File: src/rtl/ctl_status_writer_if.sv
// Controller BRAM write-port bundle: request/grant arbitration plus write strobe, address, data.
interface ctl_status_writer_if #(
  parameter int unsigned ADDR_WIDTH = 14
) ();
  logic                  BRAM_REQ;
  logic                  BRAM_GNT;
  logic                  BRAM_WE;
  logic [ADDR_WIDTH-1:0] BRAM_ADDR;
  logic [15:0]           BRAM_DIN;

  modport master (
    output BRAM_REQ,
    output BRAM_WE,
    output BRAM_ADDR,
    output BRAM_DIN,
    input  BRAM_GNT
  );

  modport slave (
    input  BRAM_REQ,
    input  BRAM_WE,
    input  BRAM_ADDR,
    input  BRAM_DIN,
    output BRAM_GNT
  );
endinterface

File: src/rtl/ctl_status_writer.sv
// Status write-back: snapshots runtime status and writes a 4-word frame into the controller
// BRAM region, periodically and whenever the state word changes.
module ctl_status_writer #(
  parameter int unsigned           ADDR_WIDTH     = 14,
  parameter logic [ADDR_WIDTH-1:0] BASE_ADDR      = 'h0100,
  parameter int unsigned           REFRESH_CYCLES = 20480
) (
  input  logic                       CLK,
  input  logic                       RST_N,
  input  logic                       ENABLE,
  input  logic                       THERMO,
  input  logic                       FORCE_FAN,
  input  logic                       MOD_SEGMENT,
  input  logic                       STM_SEGMENT,
  input  logic                       STM_MODE,
  input  logic [14:0]                MOD_IDX,
  input  logic [15:0]                STM_IDX,
  ctl_status_writer_if.master        bram,
  output logic                       BUSY,
  output logic                       FRAME_DONE
);

  typedef enum logic [2:0] {StIdle, StSnap, StReq, StWrite, StDone} state_e;

  localparam logic [23:0] CntMax = 24'(REFRESH_CYCLES - 1);

  state_e                state_q, state_d;
  logic [23:0]           cnt_q, cnt_d;
  logic                  pend_q, pend_d;
  logic [15:0]           seq_q, seq_d;
  logic [4:0]            last_s_q, last_s_d;
  logic [4:0]            snap_s_q, snap_s_d;
  logic [14:0]           snap_mod_q, snap_mod_d;
  logic [15:0]           snap_stm_q, snap_stm_d;
  logic [1:0]            k_q, k_d;
  logic                  req_q, req_d;
  logic                  we_q, we_d;
  logic [ADDR_WIDTH-1:0] addr_q, addr_d;
  logic [15:0]           din_q, din_d;
  logic                  busy_q, busy_d;
  logic                  done_q, done_d;

  logic [4:0]            live_s;
  logic [4:0]            cmp_s;
  logic                  trigger;

  assign live_s  = {STM_MODE, STM_SEGMENT, MOD_SEGMENT, FORCE_FAN, THERMO};
  assign trigger = (state_q == StIdle) && ENABLE && ((cnt_q == CntMax) || pend_q);

  // Frame word k, built only from the snapshot registers.
  function automatic logic [15:0] frame_word(input logic [1:0] k);
    unique case (k)
      2'd0:    frame_word = {11'd0, snap_s_q};
      2'd1:    frame_word = {1'b0, snap_mod_q};
      2'd2:    frame_word = snap_stm_q;
      default: frame_word = seq_q;
    endcase
  endfunction

  // Next-state logic for the frame FSM, change detection and refresh counter.
  always_comb begin
    state_d    = state_q;
    cnt_d      = (cnt_q == CntMax) ? cnt_q : cnt_q + 24'd1;
    pend_d     = pend_q;
    seq_d      = seq_q;
    last_s_d   = last_s_q;
    snap_s_d   = snap_s_q;
    snap_mod_d = snap_mod_q;
    snap_stm_d = snap_stm_q;
    k_d        = k_q;
    req_d      = req_q;
    we_d       = 1'b0;
    addr_d     = addr_q;
    din_d      = din_q;
    busy_d     = busy_q;
    done_d     = 1'b0;

    // While a frame is in flight, compare against the frame being written so the frame's own
    // state word does not re-arm a change; it equals last_s once the frame completes.
    cmp_s = (state_q == StIdle) ? last_s_q : snap_s_q;
    if (live_s != cmp_s) pend_d = 1'b1;

    unique case (state_q)
      StIdle: begin
        if (done_q) busy_d = 1'b0;
        if (trigger) begin
          state_d = StSnap;
          cnt_d   = '0;
        end
      end
      StSnap: begin
        snap_s_d   = live_s;
        snap_mod_d = MOD_IDX;
        snap_stm_d = STM_IDX;
        seq_d      = seq_q + 16'd1;
        pend_d     = 1'b0;
        busy_d     = 1'b1;
        req_d      = 1'b1;
        k_d        = 2'd0;
        state_d    = StReq;
      end
      StReq: begin
        if (bram.BRAM_GNT) begin
          we_d    = 1'b1;
          addr_d  = BASE_ADDR;
          din_d   = frame_word(2'd0);
          k_d     = 2'd1;
          state_d = StWrite;
        end
      end
      StWrite: begin
        // A dropped grant simply holds k; the request stays up.
        if (bram.BRAM_GNT) begin
          we_d   = 1'b1;
          addr_d = BASE_ADDR + ADDR_WIDTH'(k_q);
          din_d  = frame_word(k_q);
          k_d    = k_q + 2'd1;
          if (k_q == 2'd3) state_d = StDone;
        end
      end
      StDone: begin
        done_d   = 1'b1;
        req_d    = 1'b0;
        last_s_d = snap_s_q;
        state_d  = StIdle;
      end
      default: state_d = StIdle;
    endcase
  end

  // State and output registers; reset abandons any partial frame.
  always_ff @(posedge CLK or negedge RST_N) begin
    if (!RST_N) begin
      state_q    <= StIdle;
      cnt_q      <= '0;
      pend_q     <= 1'b0;
      seq_q      <= '0;
      last_s_q   <= '0;
      snap_s_q   <= '0;
      snap_mod_q <= '0;
      snap_stm_q <= '0;
      k_q        <= '0;
      req_q      <= 1'b0;
      we_q       <= 1'b0;
      addr_q     <= '0;
      din_q      <= '0;
      busy_q     <= 1'b0;
      done_q     <= 1'b0;
    end else begin
      state_q    <= state_d;
      cnt_q      <= cnt_d;
      pend_q     <= pend_d;
      seq_q      <= seq_d;
      last_s_q   <= last_s_d;
      snap_s_q   <= snap_s_d;
      snap_mod_q <= snap_mod_d;
      snap_stm_q <= snap_stm_d;
      k_q        <= k_d;
      req_q      <= req_d;
      we_q       <= we_d;
      addr_q     <= addr_d;
      din_q      <= din_d;
      busy_q     <= busy_d;
      done_q     <= done_d;
    end
  end

  assign bram.BRAM_REQ  = req_q;
  assign bram.BRAM_WE   = we_q;
  assign bram.BRAM_ADDR = addr_q;
  assign bram.BRAM_DIN  = din_q;
  assign BUSY           = busy_q;
  assign FRAME_DONE     = done_q;

endmodule
File: src/flat_wrapper.sv
// flat-port wrapper written by rule: the top's interface ports become plain ports
module ctl_status_writer_flat 
#(
  parameter int unsigned           ADDR_WIDTH     = 14,
  parameter logic [ADDR_WIDTH-1:0] BASE_ADDR      = 'h0100,
  parameter int unsigned           REFRESH_CYCLES = 20480
)
  (CLK, RST_N, ENABLE, THERMO, FORCE_FAN, MOD_SEGMENT, STM_SEGMENT, STM_MODE, MOD_IDX, STM_IDX, BUSY, FRAME_DONE, bram_BRAM_REQ, bram_BRAM_WE, bram_BRAM_ADDR, bram_BRAM_DIN, bram_BRAM_GNT);
  ctl_status_writer_if #(.ADDR_WIDTH(ADDR_WIDTH)) bram_i ();
  input  logic CLK;
  input  logic RST_N;
  input  logic ENABLE;
  input  logic THERMO;
  input  logic FORCE_FAN;
  input  logic MOD_SEGMENT;
  input  logic STM_SEGMENT;
  input  logic STM_MODE;
  input  logic [14:0] MOD_IDX;
  input  logic [15:0] STM_IDX;
  output logic BUSY;
  output logic FRAME_DONE;
  output wire logic [$bits(bram_i.BRAM_REQ)-1:0] bram_BRAM_REQ;
  output wire logic [$bits(bram_i.BRAM_WE)-1:0] bram_BRAM_WE;
  output wire logic [$bits(bram_i.BRAM_ADDR)-1:0] bram_BRAM_ADDR;
  output wire logic [$bits(bram_i.BRAM_DIN)-1:0] bram_BRAM_DIN;
  input wire logic [$bits(bram_i.BRAM_GNT)-1:0] bram_BRAM_GNT;
  assign bram_BRAM_REQ = bram_i.BRAM_REQ;
  assign bram_BRAM_WE = bram_i.BRAM_WE;
  assign bram_BRAM_ADDR = bram_i.BRAM_ADDR;
  assign bram_BRAM_DIN = bram_i.BRAM_DIN;
  assign bram_i.BRAM_GNT = bram_BRAM_GNT;
  ctl_status_writer #(.ADDR_WIDTH(ADDR_WIDTH), .BASE_ADDR(BASE_ADDR), .REFRESH_CYCLES(REFRESH_CYCLES)) u_core (.CLK(CLK), .RST_N(RST_N), .ENABLE(ENABLE), .THERMO(THERMO), .FORCE_FAN(FORCE_FAN), .MOD_SEGMENT(MOD_SEGMENT), .STM_SEGMENT(STM_SEGMENT), .STM_MODE(STM_MODE), .MOD_IDX(MOD_IDX), .STM_IDX(STM_IDX), .bram(bram_i), .BUSY(BUSY), .FRAME_DONE(FRAME_DONE));
endmodule
File: config.mk
export PLATFORM = sky130hd
export DESIGN_NAME = ctl_status_writer_flat
export DESIGN_NICKNAME = d
export VERILOG_FILES = /design/src/rtl/ctl_status_writer_if.sv /design/src/rtl/ctl_status_writer.sv /design/src/flat_wrapper.sv
export SDC_FILE = /design/constraint.sdc
export NUM_CORES = 1
export LEC_CHECK = 0
export CAP_MARGIN = 20
export CORE_MARGIN = 2
export CORE_UTILIZATION = 50
export DETAILED_ROUTE_END_ITERATION = 8
export GPL_TIMING_DRIVEN = 0
export PLACE_DENSITY_LB_ADDON = 0.08
export SETUP_SLACK_MARGIN = 0.15
export SLEW_MARGIN = 15
export SYNTH_ARGS = -nofsm -noshare
export SYNTH_HDL_FRONTEND = slang
export SYNTH_SLANG_ARGS = --single-unit
File: constraint.sdc
create_clock -name CLK -period 2.1 [get_ports CLK]
set_clock_uncertainty 0.1 [all_clocks]
set_input_delay 0.525 -clock CLK [delete_from_list [all_inputs] [get_ports CLK]]
set_output_delay 0.525 -clock CLK [all_outputs]
set_load 0.01 [all_outputs]
Word-level counts from Yosys, hierarchy flattened
Index checks and enable logic that the tools add are counted.
- latch bits: 0
- output and inout port bits: 34
- word-level logic and storage cells: 75
- memories: 0
- flip-flop bits (word level): 121
- input bits: 40
- RAM bits: 0
- bits in read-only memories: 0
- $mul: 0
- eq/ne operators: 14
- shifts and indexed selects: 0
- reductions and logical operators: 15
- $lt $le $gt $ge: 0
- divide/modulo/power cells: 0
- bitwise operators: 0
- mux-type cells: 27
- add/subtract/negate cells: 4
- operators by type and width (kind ; count):
    two-way mux 24 bit ; 3
    case mux 16 bit (3 select lines) ; 1
    two-way mux 16 bit ; 2
    case mux 16 bit (2 select lines) ; 1
    two-way mux 14 bit ; 2
    case mux 14 bit (2 select lines) ; 1
    adder 24 x 1 -> 24 bit (second input constant) ; 1
    equality test 24 x 15 -> 1 bit (second input constant) ; 1
    adder 16 x 1 -> 16 bit (second input constant) ; 1
    two-way mux 3 bit ; 4
    case mux 3 bit (4 select lines) ; 1
    adder 9 x 2 -> 10 bit (first input constant) ; 1
    nonzero test 2 bit ; 4
    equality test 3 x 2 -> 1 bit (second input constant) ; 2
    two-way mux 1 bit ; 6
    != test 2 x 1 -> 1 bit (second input constant) ; 3
    case mux 2 bit (3 select lines) ; 1
    AND reduction 3 bit ; 2
    two-way mux 5 bit ; 1
    != test 5 bit ; 1
    equality test 2 bit (second input constant) ; 2
    two-way mux 2 bit ; 2
    != test 2 bit (second input constant) ; 2
    case mux 1 bit (2 select lines) ; 2
    12 further kinds ; 13

Logic depth before layout (Yosys ltp)
- depth in word-level cells: 5
- mapped depth: 8
- mapped depth without buffers: 6

Worst setup path after synthesis
OpenSTA, ideal clock, no wires.
- path kind: register to register
- start point: reg u_core.state_q[1]
- end point: reg u_core.pend_q
- required time: 1.866 ns
- library setup time: 0.134 ns
- cell stages (with the launch flop): 7
- clock period less this slack: 1.815 ns
- buffers on the path: 1
- arrival: 1.581 ns
- path slack: 0.285 ns
- cell sequence: dfrtp_1 -> buf_2 -> nor3_4 -> mux2i_1 -> xnor2_1 -> a2111oi_0 -> a21oi_1
- word-level cells in the longest chain between the ends: 4
- elaborated cells between the ends (all ways): 6
- those cells by class: eq/ne: 2; mux: 2; reduce/logical: 2
- ends and longest elaborated chain (item ; RTL line ; RTL):
    start, declared ; ctl_status_writer.sv:27 ; state_e state_q, state_d;
    start signal, assigned ; ctl_status_writer.sv:134 ; state_q <= StIdle;
    start signal, assigned ; ctl_status_writer.sv:150 ; state_q <= state_d;
    logical NOT 3 bit ; ctl_status_writer.sv:80 ; cmp_s = (state_q == StIdle) ? last_s_q : snap_s_q;
    two-way mux 5 bit ; ctl_status_writer.sv:80 ;
    != test 5 bit ; ctl_status_writer.sv:81 ; if (live_s != cmp_s) pend_d = 1'b1;
    nonzero test 2 bit (no source line) ; n/a ;
    end signal, assigned ; ctl_status_writer.sv:152 ; pend_q <= pend_d;
    end, declared ; ctl_status_writer.sv:29 ; logic pend_q, pend_d;
Several ways; a longest one is shown, not always the timed one.
A chain may end at the register's enable or synchronous reset.

Worst setup path after layout
- start point: reg u_core.cnt_q[14]
- end point: reg u_core.cnt_q[18]
- word-level cells in the longest chain between the ends: 5
- elaborated cells between the ends (all ways): 7
- those cells by class: add/sub: 1; eq/ne: 1; mux: 3; reduce/logical: 2
- ends and longest elaborated chain (item ; RTL line ; RTL):
    start, declared ; ctl_status_writer.sv:28 ; logic [23:0] cnt_q, cnt_d;
    start signal, assigned ; ctl_status_writer.sv:151 ; cnt_q <= cnt_d;
    branches (longest 4 deep; another with adder 24 x 1 -> 24 bit) ; n/a ;
    two-way mux 24 bit * ; ctl_status_writer.sv:83 ; unique case (state_q)
    via u_core.cnt_d[18] ; ctl_status_writer.sv:28 ;
Mark *: on every way through the listed nets, which the timed path passes.

==> impl_results.md <==
- GRT Util Overall: 0.2140
- Synth Warn #: 0
- Share of cells above drive strength 1: 0.2729
- Vias/cell: 5.337
- Hold path endpoint: u_core.bram.BRAM_ADDR[8]
- Area Overhead vs Synth: 28.09%
- Num CTS Buffers: 9
- End of the worst register-to-register path: u_core.cnt_q[18]
- Slack of the critical path: 144.9 ps
- Clock power frac: 0.195
- Syn_area_per_cell: 11.16 um2
- Int Pwr: 4.968 mW
- Post-DP HPWL: 8247 um
- Startpoint of the worst hold path: u_core.bram.BRAM_ADDR[8]
- Sw Ratio: 0.3464
- Antenna Nets Post-Route: 0
- Starting Density: 0.5165
- Global-route wire length before repair: 19,350 um
- Final net count: 631
- Clock sink count: 110
- Final wirelength: 11,830 um
- Top-area cell type share of the netlist area: 0.5162
- Fillers: 801
- Pwr dens: 1113 nW/um2
- DR vias: 3,875
- Outcome: complete, no violations
- RSZ-0062 raised after global routing: yes
- Final Max Tran Viols: 0
- Leakage Power: 3.147 nW
- Cell Area, Synth: 5333 um2
- DIE WIDTH: 107.3 um
- Comb power frac: 0.372
- Fmax: 0.5115 GHz
- TritonRoute pass-1 iters: 4
- Register Area: 2758 um2
- Register share of total power: 0.433
- Setup CP Type: reg -> reg
- Maximum fanout along the worst path: 6
- Startpoint types: flop
- Commonest cells after routing, fill and taps aside: dfrtp_1 (106), clkdlybuf4s50_1 (43), mux2_2 (41)
- Placed Cells: 687
- Sequential area share after synthesis: 0.5162
- Net Switching: 2.634 mW
- Row count: 37
- Clk slew on worst S/H paths: 100 ps
- Synth unique cells: 51
- Worst reg2reg setup slack: 140 ps
- Reg2reg start: u_core.cnt_q[14]
- Count of input and output buffers: 62
- Top FF cell, synth: dfrtp_1
- Yosys reg bits: 110
- Post-Layout Cell Count: 726
- DP Area: 6190 um2
- Cells after Synth: 478
- HP Class: reg -> reg
- Worst EP required: 2270 ps
- Top cell type by total area after synthesis: dfrtp_1
- Hold path depth: 1
- Vias in the first global route: 3,926
- Crit path time final: 1955 ps
- Clk_lat worst skew: 380 ps
- Pwr Total: 7.602 mW
- Place WS: -178.3 ps
- CTS tree: yes
- Post-synth ARST share: 1.000
- Fin. Hold Viols: 0
- H-tree levels: 3
- # DRC: 0
- Diodes inserted: 0
- Global route total overflow: 0
- Multi-input gate area: 2474 um2
- Core Box Area: 10,320 um2
- Final setup viols: 0
- Antenna violations before repair: 0
- Die area: 11,510 um2
- Die height: 107.3 um
- GP Congestion: 0.8557
- Peak VDD IR: 0.8029 mV
- Worst Reg-to-Reg Cells: 7
- Most common cell after layout, fill and taps aside: dfrtp_1
- Worst setup EP type: flop
- Clk buf depth: 2
- Arrival time at the worst endpoint: 2120 ps
- Finished layout cell area: 6830 um2
- Pin count of the biggest net entering global routing: 79
- Ports: 74
- EDFF count, synth: 0
- DR iter-0 viols: 178
- Root buffer cell: clkbuf_8
- Top cells by area, synth: dfrtp_1 (52%), mux2_2 (8.7%), xor2_1 (3.6%), a22oi_1 (2.8%), nand2_1 (2.7%)
- Routed len/inst: 16.30 um
- Max cap viols: 0
- Post-route clock period utilization: 0.9310
[layout make-up]
class / instances / share of cell area
clock buffers: 10 / 0.02015
well taps: 136 / 0.02491
flip-flops and latches: 110 / 0.4037
repair buffers: 86 / 0.1291
clock inverters: 6 / 0.01520
inverters: 10 / 0.005496
plain buffers: 35 / 0.03920
multi-input cells: 333 / 0.3622
[registers in the layout, summed over array words and instances, names as in the netlist, 2 cells and up]
name and flops:
u_core.k_q 2, u_core.cnt_q 24, u_core.seq_q 16, u_core.state_q 3, u_core.snap_stm_q 16, u_core.last_s_q 5, u_core.bram.BRAM_ADDR 3, u_core.snap_s_q 5
u_core.bram.BRAM_DIN 16, u_core.snap_mod_q 15
[power groups by stage]
| stage | Sequential [mW] | Clock, mW | Combinational (mW) |
|---|---|---|---|
| after floorplan | 3.26 | 0 | 1.73 |
| after global placement | 3.30 | 0 | 2.59 |
| after detailed placement | 3.33 | 0 | 2.68 |
| after CTS | 3.28 | 1.53 | 2.72 |
| after global routing | 3.39 | 1.60 | 3.14 |
| final | 3.29 | 1.48 | 2.83 |
[layer usage]
metal | up-vias | global-route usage | part of all wire
met5 | - | 0 | 0
met4 | 0 | 0.06215 | 0.014
met3 | 15 | 0.04177 | 0.032
met2 | 68 | 0.3666 | 0.51
met1 | 1916 | 0.2761 | 0.44
li1 | 1876 | - | -
[cell families (layout without fill, tap and decap cells)]
family | after synthesis | after routing | synth area share
other | 1 | 11 | 0.0007032
AO/OA/AOI/OAI | 85 | 85 | 0.09995
flip-flops | 110 | 110 | 0.5162
adder cells (fa/ha/maj) | 6 | 6 | 0.01408
buffers and inverters | 45 | 147 | 0.04951
XOR/XNOR | 36 | 36 | 0.05913
AND/OR/NAND/NOR | 151 | 151 | 0.1682
multiplexers | 44 | 44 | 0.09221
[through the flow]
stage | TNS, ps | hold WS, ps | util
5_1_grt | 0 | 407.7 | 0.6616
3_5_place_dp | -2621 | 342.1 | 0.5996
2_1_floorplan | 0 | 129.4 | -
3_3_place_gp | -419520 | 354.0 | 0.5968
4_1_cts | 0 | 383.9 | 0.6308
6_report | 0 | 383.7 | 0.6616
[worst max-delay path by stage]
stage,start,endpoint,depth (start not counted)
3_3_place_gp,RST_N,u_core.snap_mod_q[10],1
5_1_grt,u_core.cnt_q[14],u_core.cnt_q[18],7
4_1_cts,u_core.k_q[0],u_core.bram.BRAM_DIN[10],8
6_report,u_core.cnt_q[14],u_core.cnt_q[18],7
2_1_floorplan,u_core.state_q[1],u_core.pend_q,6
3_5_place_dp,STM_SEGMENT,u_core.pend_q,6
[synth_stat cells, types with 3 or more instances]
cell type  count
buf_4         12
and4_1        10
nand2_1       38
mux2_2        41
a31oi_1        3
and3_1        14
a21oi_1       15
o21ai_0       27
a211oi_1       3
and2_1         4
a21oi_2        3
o211ai_1       3
clkbuf_1      11
buf_2          8
xor2_1        22
ha_1           6
xnor2_1       14
nand4_1       11
nor2_2        17
a22oi_1       20
nor2_1        24
nor3_1         4
mux2i_1        3
o21ai_1        3
inv_1         10
dfrtp_1      110
nand3_1       11
[what timing repair did]
action / CTS / global route
setup endpoints to repair: 74 / 64
hold buffers: 1 / 0
setup buffers: 5 / 15
hold endpoints to repair: 32 / 0
gates cloned: 0 / 2
gates resized for setup: 21 / 54
pin swaps: 5 / 18
[critical path: stages (launching register included)]
cell	delay [ps]
dfrtp_1	450
nor4b_4	160
buf_4	160
buf_4	140
a31oi_2	340
and4_1	270
xnor2_1	170
nor2_4	60
No activity file was read; power rests on OpenSTA's default activity.
